==> config.mk <==
export PLATFORM = sky130hd
export DESIGN_NAME = seq_divider_flat
export DESIGN_NICKNAME = d
export VERILOG_FILES = /design/src/rtl/seq_divider_if.sv /design/src/rtl/seq_divider.sv /design/src/flat_wrapper.sv
export SDC_FILE = /design/constraint.sdc
export NUM_CORES = 1
export LEC_CHECK = 0
export BUFFER_PORTS_ARGS = -buffer_cell sky130_fd_sc_hd__buf_4
export CORE_UTILIZATION = 60
export CTS_CLUSTER_SIZE = 25
export DETAILED_ROUTE_END_ITERATION = 10
export HOLD_SLACK_MARGIN = 0.15
export PLACE_DENSITY = 0.82
export SETUP_SLACK_MARGIN = 0.05
export SYNTH_ARGS = -nofsm -noshare
export SYNTH_HDL_FRONTEND = slang
export SYNTH_SLANG_ARGS = --single-unit
==> constraint.sdc <==
create_clock -name clk -period 8.3 [get_ports clk]
set_input_delay 0.83 -clock clk [delete_from_list [all_inputs] [get_ports clk]]
set_output_delay 0.83 -clock clk [all_outputs]
set_load 0.01 [all_outputs]
==> src/rtl/seq_divider_if.sv <==
// Div handshake between the ALU (master) and the sequential divider (slave).
// Optional divide-by-zero flag present when SEQ_DIVIDER_BYZERO_FLAG_EN is defined.
interface seq_divider_if #(
  parameter int DATA_W = 32
);
  // start_i is held by the master until ready_o is seen; result_o is valid while ready_o=1.
  logic                  signed_div_i;
  logic [DATA_W-1:0]     opdata1_i;
  logic [DATA_W-1:0]     opdata2_i;
  logic                  start_i;
  logic                  annul_i;
  logic [2*DATA_W-1:0]   result_o;
  logic                  ready_o;
`ifdef SEQ_DIVIDER_BYZERO_FLAG_EN
  logic                  divbyzero_o;
`endif

  modport master (
    output signed_div_i, opdata1_i, opdata2_i, start_i, annul_i,
`ifdef SEQ_DIVIDER_BYZERO_FLAG_EN
    input  divbyzero_o,
`endif
    input  result_o, ready_o
  );

  modport slave (
    input  signed_div_i, opdata1_i, opdata2_i, start_i, annul_i,
`ifdef SEQ_DIVIDER_BYZERO_FLAG_EN
    output divbyzero_o,
`endif
    output result_o, ready_o
  );
endinterface

==> src/rtl/seq_divider.sv <==
// Radix-2 restoring divider, one quotient bit per cycle; returns {remainder, quotient}.
// Optional divbyzero_o output enabled by SEQ_DIVIDER_BYZERO_FLAG_EN.
module seq_divider #(
  parameter int DATA_W = 32
) (
  input  logic             clk,
  input  logic             rst,
  seq_divider_if.slave     div,
  output logic [1:0]       o_dbg_state
);
  localparam int CNT_W = $clog2(DATA_W);

  typedef enum logic [1:0] {
    S_IDLE   = 2'd0,
    S_BYZERO = 2'd1,
    S_ON     = 2'd2,
    S_END    = 2'd3
  } state_t;

  state_t                r_state;
  logic [CNT_W-1:0]      r_cnt;
  logic [2*DATA_W-1:0]   r_dividend;
  logic [DATA_W-1:0]     r_divisor;
  logic                  r_qneg;
  logic                  r_rneg;
  logic [2*DATA_W-1:0]   r_result;
  logic                  r_ready;
`ifdef SEQ_DIVIDER_BYZERO_FLAG_EN
  logic                  r_zero;
  logic                  r_divbyzero;
`endif

  logic [DATA_W-1:0]     w_abs_a;
  logic [DATA_W-1:0]     w_abs_b;
  logic [DATA_W:0]       w_trial;
  logic [DATA_W-1:0]     w_diff;
  logic                  w_ge;
  logic [2*DATA_W-1:0]   w_next;
  logic [DATA_W-1:0]     w_rem;
  logic [DATA_W-1:0]     w_quo;
  logic [2*DATA_W-1:0]   w_final;
  logic                  w_last;

  // r_dividend holds {partial remainder, dividend/quotient}; quotient bits enter at the LSB.
  always_comb begin
    w_abs_a = (div.signed_div_i && div.opdata1_i[DATA_W-1]) ? -div.opdata1_i : div.opdata1_i;
    w_abs_b = (div.signed_div_i && div.opdata2_i[DATA_W-1]) ? -div.opdata2_i : div.opdata2_i;
    w_trial = r_dividend[2*DATA_W-1:DATA_W-1];
    w_ge    = (w_trial >= {1'b0, r_divisor});
    w_diff  = w_trial[DATA_W-1:0] - r_divisor;
    if (w_ge) w_next = {w_diff, r_dividend[DATA_W-2:0], 1'b1};
    else      w_next = {r_dividend[2*DATA_W-2:0], 1'b0};
    w_rem   = w_next[2*DATA_W-1:DATA_W];
    w_quo   = w_next[DATA_W-1:0];
    w_final = {(r_rneg ? -w_rem : w_rem), (r_qneg ? -w_quo : w_quo)};
    w_last  = (r_cnt == CNT_W'(DATA_W-1));
  end

  always_ff @(posedge clk) begin
    if (!rst) begin
      r_state    <= S_IDLE;
      r_cnt      <= '0;
      r_dividend <= '0;
      r_divisor  <= '0;
      r_qneg     <= 1'b0;
      r_rneg     <= 1'b0;
      r_result   <= '0;
      r_ready    <= 1'b0;
`ifdef SEQ_DIVIDER_BYZERO_FLAG_EN
      r_zero      <= 1'b0;
      r_divbyzero <= 1'b0;
`endif
    end else begin
      case (r_state)
        S_IDLE: begin
          r_ready <= 1'b0;
          if (div.start_i && !div.annul_i) begin
            if (div.opdata2_i == '0) begin
              r_state <= S_BYZERO;
`ifdef SEQ_DIVIDER_BYZERO_FLAG_EN
              r_zero  <= 1'b1;
`endif
            end else begin
              r_state    <= S_ON;
              r_dividend <= {{DATA_W{1'b0}}, w_abs_a};
              r_divisor  <= w_abs_b;
              r_qneg     <= div.signed_div_i & (div.opdata1_i[DATA_W-1] ^ div.opdata2_i[DATA_W-1]);
              r_rneg     <= div.signed_div_i & div.opdata1_i[DATA_W-1];
              r_cnt      <= '0;
`ifdef SEQ_DIVIDER_BYZERO_FLAG_EN
              r_zero     <= 1'b0;
`endif
            end
          end
        end
        S_BYZERO: begin
          r_dividend <= '0;
          r_state    <= S_END;
        end
        S_ON: begin
          if (div.annul_i) begin
            r_state <= S_IDLE;
          end else begin
            r_cnt <= r_cnt + CNT_W'(1);
            if (w_last) begin
              r_dividend <= w_final;
              r_state    <= S_END;
            end else begin
              r_dividend <= w_next;
            end
          end
        end
        S_END: begin
          // Result stays in r_dividend, so re-copying it while leaving keeps result_o steady.
          r_result <= r_dividend;
          if (div.start_i) begin
            r_ready <= 1'b1;
`ifdef SEQ_DIVIDER_BYZERO_FLAG_EN
            r_divbyzero <= r_zero;
`endif
          end else begin
            r_ready <= 1'b0;
            r_state <= S_IDLE;
`ifdef SEQ_DIVIDER_BYZERO_FLAG_EN
            r_divbyzero <= 1'b0;
`endif
          end
        end
        default: r_state <= S_IDLE;
      endcase
    end
  end

  assign div.result_o = r_result;
  assign div.ready_o  = r_ready;
`ifdef SEQ_DIVIDER_BYZERO_FLAG_EN
  assign div.divbyzero_o = r_divbyzero;
`endif
  assign o_dbg_state  = r_state;
endmodule

==> src/flat_wrapper.sv <==
// flat-port wrapper written by rule: the top's interface ports become plain ports
module seq_divider_flat 
#(
  parameter int DATA_W = 32
)
  (clk, rst, o_dbg_state, div_signed_div_i, div_opdata1_i, div_opdata2_i, div_start_i, div_annul_i, div_result_o, div_ready_o);
  seq_divider_if #(.DATA_W(DATA_W)) div_i ();
  input  logic clk;
  input  logic rst;
  output logic [1:0] o_dbg_state;
  input wire logic [$bits(div_i.signed_div_i)-1:0] div_signed_div_i;
  input wire logic [$bits(div_i.opdata1_i)-1:0] div_opdata1_i;
  input wire logic [$bits(div_i.opdata2_i)-1:0] div_opdata2_i;
  input wire logic [$bits(div_i.start_i)-1:0] div_start_i;
  input wire logic [$bits(div_i.annul_i)-1:0] div_annul_i;
  output wire logic [$bits(div_i.result_o)-1:0] div_result_o;
  output wire logic [$bits(div_i.ready_o)-1:0] div_ready_o;
  assign div_i.signed_div_i = div_signed_div_i;
  assign div_i.opdata1_i = div_opdata1_i;
  assign div_i.opdata2_i = div_opdata2_i;
  assign div_i.start_i = div_start_i;
  assign div_i.annul_i = div_annul_i;
  assign div_result_o = div_i.result_o;
  assign div_ready_o = div_i.ready_o;
  seq_divider #(.DATA_W(DATA_W)) u_core (.clk(clk), .rst(rst), .div(div_i), .o_dbg_state(o_dbg_state));
endmodule
---- Yosys cells after proc, flatten, opt, wreduce, memory -nomap -nowiden ----
Cells that the tools add are included.
storage, ports and cells
  latch bits .............................. 0
  word-level logic and storage cells ...... 63
  bits of input ports ..................... 69
  memory bits (writable) .................. 0
  ROM bits ................................ 0
  flip-flop bits (word level) ............. 170
  memories kept ........................... 0
  output and inout bits ................... 67
operators by class
  divide/modulo/power cells ............... 0
  multiply operators ...................... 0
  $lt $le $gt $ge ......................... 1
  mux-type cells .......................... 22
  equal/unequal tests ..................... 9
  $add $sub $neg .......................... 6
  reductions and logical operators ........ 13
  shift-type cells ........................ 0
  bitwise logic cells ..................... 4
operators by type and width
  operator                                                                  number
  64-bit 2-to-1 mux                                                         5
  64-bit one-hot mux with 3 select lines                                    1
  32-bit 2-to-1 mux                                                         4
  32-bit negation                                                           4
  33-bit by 32-bit >= comparator with 1-bit output                          1
  32-bit logical NOT                                                        1
  32-bit subtractor                                                         1
  5-bit 2-to-1 mux                                                          3
  2-bit 2-to-1 mux                                                          5
  5-bit one-hot mux with 2 select lines                                     1
  2-bit one-hot mux with 4 select lines                                     1
  4-bit AND reduction                                                       2
  2-bit inequality test (second input constant)                             3
  3-bit AND reduction                                                       2
  5-bit by 1-bit adder with 5-bit output (second input constant)            1
  5-bit == test (second input constant)                                     1
  2-bit == test (second input constant)                                     2
  2-bit nonzero test                                                        2
  1-bit logical AND                                                         3
  3-bit by 2-bit inequality test with 1-bit output (second input constant)  1
  3-bit nonzero test                                                        1
  1-bit bitwise AND                                                         2
  2-bit by 1-bit == test with 1-bit output (second input constant)          1
  2-bit logical NOT                                                         1
  other kinds (6)                                                           6

---- Depth between registers and ports, before layout ----
Gate-level depths: netlist (run 1).
  depth after elaboration ................. 7
  mapped depth ............................ 19

---- Worst setup path after synthesis (run 1) ----
Ideal clock, no wire load.
  kind .................................... register -> register
  from .................................... register u_core.r_divisor[12]
  to ...................................... register u_core.r_dividend[30]
  data required time ...................... 8.184 ns
  data arrival time ....................... 3.836 ns
  setup slack ............................. 4.348 ns
  period minus slack after synthesis ...... 3.952 ns
  cell stages (with the launch flop) ...... 20
  library setup time ...................... 0.116 ns
  path buffers ............................ 3
  path through ............................ dfxtp_1 inv_1 ha_1 buf_6 a21oi_4 o21ai_2 a221o_1 a211oi_4 nand3_4 inv_2 buf_2 buf_1 ha_1 nand3_1 nor2b_1 a21oi_1 a21o_1 xnor2_1 o221ai_1 o211a_1
between the ends
  cells in the longest elaborated chain, start to end .. 7
ends and longest elaborated chain
  element                                           line                source
  start, declared                                   seq_divider.sv:23   logic [DATA_W-1:0] r_divisor;
  start signal, assigned                            seq_divider.sv:86   r_divisor <= w_abs_b;
  33-bit by 32-bit >= comparator with 1-bit output  seq_divider.sv:49   w_ge = (w_trial >= {1'b0, r_divisor});
  64-bit 2-to-1 mux                                 seq_divider.sv:51   if (w_ge) w_next = {w_diff, r_dividend[DATA_W-2:0], 1'b1};
  32-bit negation                                   seq_divider.sv:55   w_final = {(r_rneg ? -w_rem : w_rem), (r_qneg ? -w_quo : w_quo)};
  32-bit 2-to-1 mux                                 seq_divider.sv:55
  64-bit 2-to-1 mux                                 seq_divider.sv:105  if (w_last) begin
  64-bit 2-to-1 mux                                 seq_divider.sv:101  if (div.annul_i) begin
  64-bit one-hot mux with 3 select lines            seq_divider.sv:74   case (r_state)
  end signal, assigned                              seq_divider.sv:85   r_dividend <= {{DATA_W{1'b0}}, w_abs_a};
  end signal, assigned                              seq_divider.sv:106  r_dividend <= w_final;
  end signal, assigned                              seq_divider.sv:109  r_dividend <= w_next;
  end, declared                                     seq_divider.sv:22   logic [2*DATA_W-1:0] r_dividend;
Every way passes these cells. The select of a mux whose other input is x is not followed.
A chain may end at the register's enable or synchronous reset.

---- Worst setup path after layout (run 1) ----
  from .................................... register u_core.r_dividend[41]
  to ...................................... register u_core.r_dividend[30]
between the ends
  cells in the longest elaborated chain, start to end .. 7
ends and longest elaborated chain
  element                                           line
  33-bit by 32-bit >= comparator with 1-bit output  seq_divider.sv:49
  64-bit 2-to-1 mux                                 seq_divider.sv:51
  32-bit negation                                   seq_divider.sv:55
  32-bit 2-to-1 mux                                 seq_divider.sv:55
  64-bit 2-to-1 mux                                 seq_divider.sv:105
  64-bit 2-to-1 mux                                 seq_divider.sv:101
  64-bit one-hot mux with 3 select lines            seq_divider.sv:74
Every way passes these cells. The select of a mux whose other input is x is not followed.

==> impl_metrics.tcl, run 1 <==
set metrics [dict create \
    syn_area_sq_um 11900 \
    worstPathMaxFanout 49 \
    ctsHoldBuffers 0 \
    final_nets 1667 \
    ys.flop_type "dfxtp_1" \
    post_cts_resized 0 \
    pin_count 136 \
    r2r_cells 15 \
    fmax_mhz 190 \
    busiest_layer "met2" \
    slew_headroom_pct 25.3 \
    clkPwrFrac_pct 20.9 \
    grt_antenna_before_repair 0 \
    cp-start-kind "register" \
    fin_util_pct 69.7 \
    gp_congestion 0.967 \
    hold_ws_ns 0.467 \
    crit_type "reg -> reg" \
    drive_gt1_share_pct 12.6 \
    rows 51 \
    hold_viol_final 0 \
    combPwrFrac_pct 52.9 \
    cp-end-kind "register" \
    p_leak_nw 5.53 \
    synth_warnings 0 \
    grt_pass1_wl_um 53900 \
    p_int_mw 2.18 \
    dp_hpwl_um 25200 \
    gr-usage-met3_pct 5.94 \
    grt_pass1_vias 10600 \
    dr.pass1.iters 7 \
    cts_tree "yes" \
    post-route-drc-count 0 \
    postCtsSetupBuffers 0 \
    vdd_drop_max_v 0.000238 \
    drt_iter0_markers 846 \
    powerDensity_nw_per_um2 297 \
    tightest_slew_ns 1.12 \
    ys_seq_area_share_pct 28.6 \
    area_growth_pct 14.0 \
    drtAntennaViolNets 0 \
    path_buf_inv 1 \
    required_ns 8.63 \
    synth_edf_count 0 \
    globalRouteMet1Util_pct 40.2 \
    drv_cap 0 \
    critPathMaxStageDelay_ns 0.60 \
    portBuffers 135 \
    overflow 0 \
    synthArstFlopShare_pct 0 \
    pre_cts_ws_ns 3.23 \
    cts_made_buffers 17 \
    dieArea_sq_um 20400 \
    clk_pin_slew_ns 0.07 \
    antenna_cells 0 \
    ys_seq_elements 170 \
    coreArea_sq_um 19500 \
    synth_cell_types 76 \
    met2_usage_pct 57.7 \
    seqPwrFrac_pct 26.2 \
    setup_slack_ns 3.05 \
    avgSynthCellArea_sq_um 8.04 \
    synth_fp_nets 1592 \
    slew_violations 0 \
    min_period_over_period_pct 63.3 \
    period_needed_ns 5.25 \
    cp_top_family "compound AO/OA/AOI/OAI gates" \
    hp-class "reg -> reg" \
    post_drt_wl_per_cell_um 18.6 \
    start_util_pct 61.2 \
    clock_sinks 170 \
    worstReg2RegEnd "u_core.r_dividend[30]$_SDFFE_PN0P_" \
    p_switching_mw 1.84 \
    whs_endpoint "u_core.r_divisor[31]$_SDFFE_PN0P_" \
    final_cells 1833 \
    place_inst 1801 \
    finClkSkew_ns 0.0124 \
    num_vias 11400 \
    slowest_stage "inv_2" \
    p_sw_share_pct 45.8 \
    grt_use_total_pct 33.7 \
    min-delay-start "u_core.r_divisor[31]$_SDFFE_PN0P_" \
    clock_path_buffers 2 \
    h-tree-depth 4 \
    cts_root_buf "clkbuf_16" \
    crit_path_cell_trace "ha_1 -> a21oi_1 -> o21ai_2 -> a221o_1 -> a211oi_4 -> nand3_4 -> inv_2 -> ha_1 -> nand3_1 -> nor2b_1 -> a21oi_1 -> a21o_1 -> xnor2_1 -> o221ai_1 -> o211a_1" \
    arrival_ns 5.58 \
    synth_cells 1480 \
    fillers 1608 \
    status "finished, final reports clean" \
    die_y_um 143 \
    setup_viol 0 \
    final.setup.tns_ns 0 \
    rsz0062_at_grt "no" \
    grt_max_degree 85 \
    viasPerCell 6.19 \
    rrSetupSlack_ns 3.05 \
    die-width_um 143 \
    hold_depth 2 \
    routed_wl_um 34100 \
    clock_latency_ns 0.44 \
    r2r_start "u_core.r_dividend[41]$_SDFFE_PN0P_" \
]
## worst min-delay path, cell delays in order (launching register included)
cell and delay, ns:
dfxtp_1 0.31, nand2_1 0.05, a21boi_0 0.06
## cells by family after synthesis
logic type,synth area share [%]
XOR/XNOR,10.9
flip-flops,28.6
AO/OA/AOI/OAI,22.7
multiplexers,7.93
adder cells (fa/ha/maj),4.58
buffers and inverters,4.99
AND/OR/NAND/NOR,20.3
## worst max-delay path by stage
stage / from / endpoint / slack, ns / depth (start not counted)
final: u_core.r_dividend[41]$_SDFFE_PN0P_ / u_core.r_dividend[30]$_SDFFE_PN0P_ / 3.05 / 15
after global routing: u_core.r_dividend[41]$_SDFFE_PN0P_ / u_core.r_dividend[30]$_SDFFE_PN0P_ / 2.64 / 15
after CTS: u_core.r_dividend[41]$_SDFFE_PN0P_ / u_core.r_dividend[30]$_SDFFE_PN0P_ / 3.17 / 15
after detailed placement: u_core.r_dividend[41]$_SDFFE_PN0P_ / u_core.r_dividend[30]$_SDFFE_PN0P_ / 3.23 / 15
after global placement: div_opdata2_i[6] / u_core.r_dividend[49]$_SDFFE_PN0P_ / 3.30 / 11
after floorplan: u_core.r_divisor[12]$_SDFFE_PN0P_ / u_core.r_dividend[30]$_SDFFE_PN0P_ / 4.35 / 19
## routing by layer
| layer | wire length, um | up-vias | part of all wire, % |
|---|---|---|---|
| li1 | - | 5450 | - |
| met1 | 14000 | 5346 | 41 |
| met2 | 16600 | 435 | 49 |
| met3 | 1860 | 123 | 5.4 |
| met4 | 1670 | 0 | 4.9 |
| met5 | 0 | - | 0 |
## placed cells by master, fill, tap and decap left out, types with 19 or more instances in the layout
master,n
buf_4,142
nor3_1,39
ha_1,41
o31ai_1,19
nor2b_1,70
o211a_1,39
nand3_1,21
o21ai_0,85
xnor2_1,74
inv_1,60
dfxtp_1,170
a21oi_1,96
mux2i_1,91
nand2_1,137
nor2_1,98
xor2_1,74
a22oi_1,21
o21ai_1,20
## synthesized netlist by cell type (7+ instances only)
library cell	number	area [sq um]
a211oi_1	9	67.6
a21boi_0	13	97.6
a21oi_1	96	480
a22oi_1	21	158
a31oi_1	10	62.6
and2_1	9	56.3
and3_1	8	50.1
buf_2	16	80.1
clkbuf_1	65	244
dfxtp_1	170	3400
ha_1	42	526
inv_1	60	225
mux2i_1	91	911
nand2_1	137	514
nand2b_1	9	56.3
nand3_1	21	105
nand4_1	12	75.1
nor2_1	98	368
nor2b_1	70	438
nor3_1	39	195
nor4_1	15	93.8
o211a_1	39	390
o211ai_1	7	52.6
o21a_1	9	67.6
o21ai_0	85	425
o21ai_1	20	100
o21bai_1	7	52.6
o221ai_1	16	140
o31ai_1	19	143
or3_1	12	75.1
or4_1	13	97.6
xnor2_1	74	648
xor2_1	74	648
## metrics by stage
| step | instance area, sq um | power (mW) |
|---|---|---|
| after floorplan | 11900 | 2.65 |
| after global routing | 13600 | 4.26 |
| after detailed placement | 13000 | 3.14 |
| after CTS | 13600 | 3.98 |
| final | 13600 | 4.02 |
| after global placement | 13000 | 3.11 |
## flip-flops by register name, summed over array words and instances, names as in the netlist
register,flops
u_core.r_rneg,1
u_core.r_dividend,64
u_core.r_qneg,1
u_core.r_cnt,5
u_core.o_dbg_state,2
u_core.div.ready_o,1
u_core.div.result_o,64
u_core.r_divisor,32
## area by class of cell
class / count / area, sq um / area share, %
multi-input combinational: 1161 / 7930 / 58.4
sequential: 170 / 3400 / 25.1
timing repair buffer: 142 / 1070 / 7.85
clock buffer: 17 / 425 / 3.13
tap: 265 / 332 / 2.44
inverter: 63 / 236 / 1.74
clock inverter: 15 / 181 / 1.34
## power by group through the flow
stage	Clock, mW	Sequential (mW)	Combinational, mW
floorplan	0	1.03	1.63
global placement	0	1.06	2.05
detailed placement	0	1.07	2.07
CTS	0.842	1.05	2.09
global route	0.880	1.07	2.31
finish	0.843	1.05	2.13
No activity file was read; power rests on OpenSTA's default activity.
==> run 2, diff against run 1 <==
==> constraint.sdc (replaced) <==
create_clock -name clk -period 5.11 [get_ports clk]
set_input_delay 0.511 -clock clk [delete_from_list [all_inputs] [get_ports clk]]
set_output_delay 0.511 -clock clk [all_outputs]
set_load 0.01 [all_outputs]
==> run 2 against run 1 <==
Compared with the run above: count of clock-buffer cells in the layout is 1 higher; sequential cell count unchanged; maximum frequency is 18% higher; register-to-register slack worse by 2.4 ns; clock skew up 0.0035 ns; critical path type unchanged; largest power group unchanged.
==> impl_metrics.tcl, run 2 (synthesized netlist as in run 1, its figures left out) <==
set metrics [dict create \
    clock_sinks 170 \
    hp-class "in -> reg" \
    p_leak_nw 5.55 \
    post_cts_resized 0 \
    tightest_slew_ns 0.851 \
    powerDensity_nw_per_um2 483 \
    min_period_over_period_pct 86.8 \
    portBuffers 135 \
    required_ns 5.42 \
    grt_use_total_pct 34.6 \
    vdd_drop_max_v 0.000390 \
    overflow 0 \
    grt_antenna_before_repair 0 \
    clock_latency_ns 0.44 \
    dieArea_sq_um 20400 \
    rows 51 \
    status "finished, final reports clean" \
    num_vias 11400 \
    h-tree-depth 4 \
    cts_tree "yes" \
    final_common_cell "dfxtp_1" \
    dp_hpwl_um 26000 \
    slew_violations 0 \
    crit_type "reg -> reg" \
    viasPerCell 6.23 \
    gp_congestion 1.05 \
    layout.area.seq_sq_um 3400 \
    fmax_mhz 226 \
    fillers 1634 \
    area_growth_pct 14.3 \
    ctsHoldBuffers 0 \
    hold_viol_final 0 \
    slew_headroom_pct 41.8 \
    start_util_pct 61.2 \
    final.setup.tns_ns 0 \
    dr.pass1.iters 8 \
    coreArea_sq_um 19500 \
    finClkSkew_ns 0.0160 \
    cp-start-kind "register" \
    die-width_um 143 \
    routed_wl_um 34600 \
    grt_pass1_vias 10700 \
    final_cell_mix "dfxtp_1, buf_4, nand2_1, nor2_1, a21oi_1" \
    setup_viol 0 \
    postCtsSetupBuffers 0 \
    post-route-drc-count 0 \
    total_power_mw 6.57 \
    final_nets 1670 \
    cts_made_buffers 17 \
    rsz0062_at_grt "no" \
    cts_root_buf "clkbuf_16" \
    worstPathMaxFanout 13 \
    grt_pass1_wl_um 55400 \
    drt_iter0_markers 991 \
    cp-end-kind "register" \
    pin_count 136 \
    clk_pin_slew_ns 0.08 \
    post_drt_wl_per_cell_um 18.8 \
    drive_gt1_share_pct 12.8 \
    period_needed_ns 4.43 \
    multi_input_area_sq_um 7930 \
    antenna_cells 0 \
    grt_max_degree 73 \
    die_y_um 143 \
    drv_cap 0 \
    arrival_ns 4.75 \
    clock_path_buffers 2 \
    drtAntennaViolNets 0 \
]
## run 2: final cells by class
cell class | count | area share, %
clock buffer | 18 | 3.23
clock inverter | 14 | 1.29
inverter | 63 | 1.74
multi-input combinational | 1161 | 58.3
sequential | 170 | 25.0
tap | 265 | 2.44
timing repair buffer | 145 | 8.00
## run 2: layer usage
layer / up-vias / part of all wire (%) / global-route usage [%] / routed length (um)
met1: 5404 / 41 / 42.6 / 14300
met4: 0 / 4.2 / 17.7 / 1460
met5: - / 0 / 0 / 0
li1: 5462 / - / - / -
met2: 458 / 48 / 58.5 / 16700
met3: 106 / 6.0 / 5.50 / 2090
## run 2: per-stage QoR
step,area [sq um],utilization (%),hold WS (ns),setup WS (ns),cells
floorplan,11900,-,0.441,1.16,1480
global placement,13000,66.7,0.456,0.959,1804
detailed placement,13000,66.7,0.474,0.819,1804
CTS,13600,69.9,0.341,0.791,1836
global route,13600,69.9,0.349,0.373,1836
finish,13600,69.9,0.345,0.676,1836
## run 2: report_power, final
group	internal, mW	leakage (nW)	total, mW	switching [mW]
Clock	0.717	0.298	1.35	0.636
Sequential	1.50	1.38	1.72	0.220
Combinational	1.32	3.87	3.50	2.18
## run 2: final timing paths
kind / from / end / slack, ns / cells past startpoint
max: u_core.r_divisor[18]$_SDFFE_PN0P_ / u_core.r_dividend[63]$_SDFFE_PN0P_ / 0.68 / 14
min: div_opdata2_i[0] / u_core.r_divisor[0]$_SDFFE_PN0P_ / 0.34 / 3
max reg2reg: u_core.r_divisor[18]$_SDFFE_PN0P_ / u_core.r_dividend[63]$_SDFFE_PN0P_ / 0.68 / 14
min reg2reg: u_core.r_divisor[31]$_SDFFE_PN0P_ / u_core.r_divisor[31]$_SDFFE_PN0P_ / 0.47 / 2
## run 2: worst max-delay path, stage by stage, from the launching register on
cell      delay [ns]
dfxtp_1         0.33
inv_1           0.07
ha_1            0.45
nand4_1         0.22
nor3_1          0.29
nor3b_1         0.51
o211ai_4        0.23
nand3_4         0.26
inv_2           0.15
o31a_1          0.35
nor4_2          0.59
and3_1          0.38
a31oi_1         0.13
xnor2_1         0.22
o21ai_0         0.09
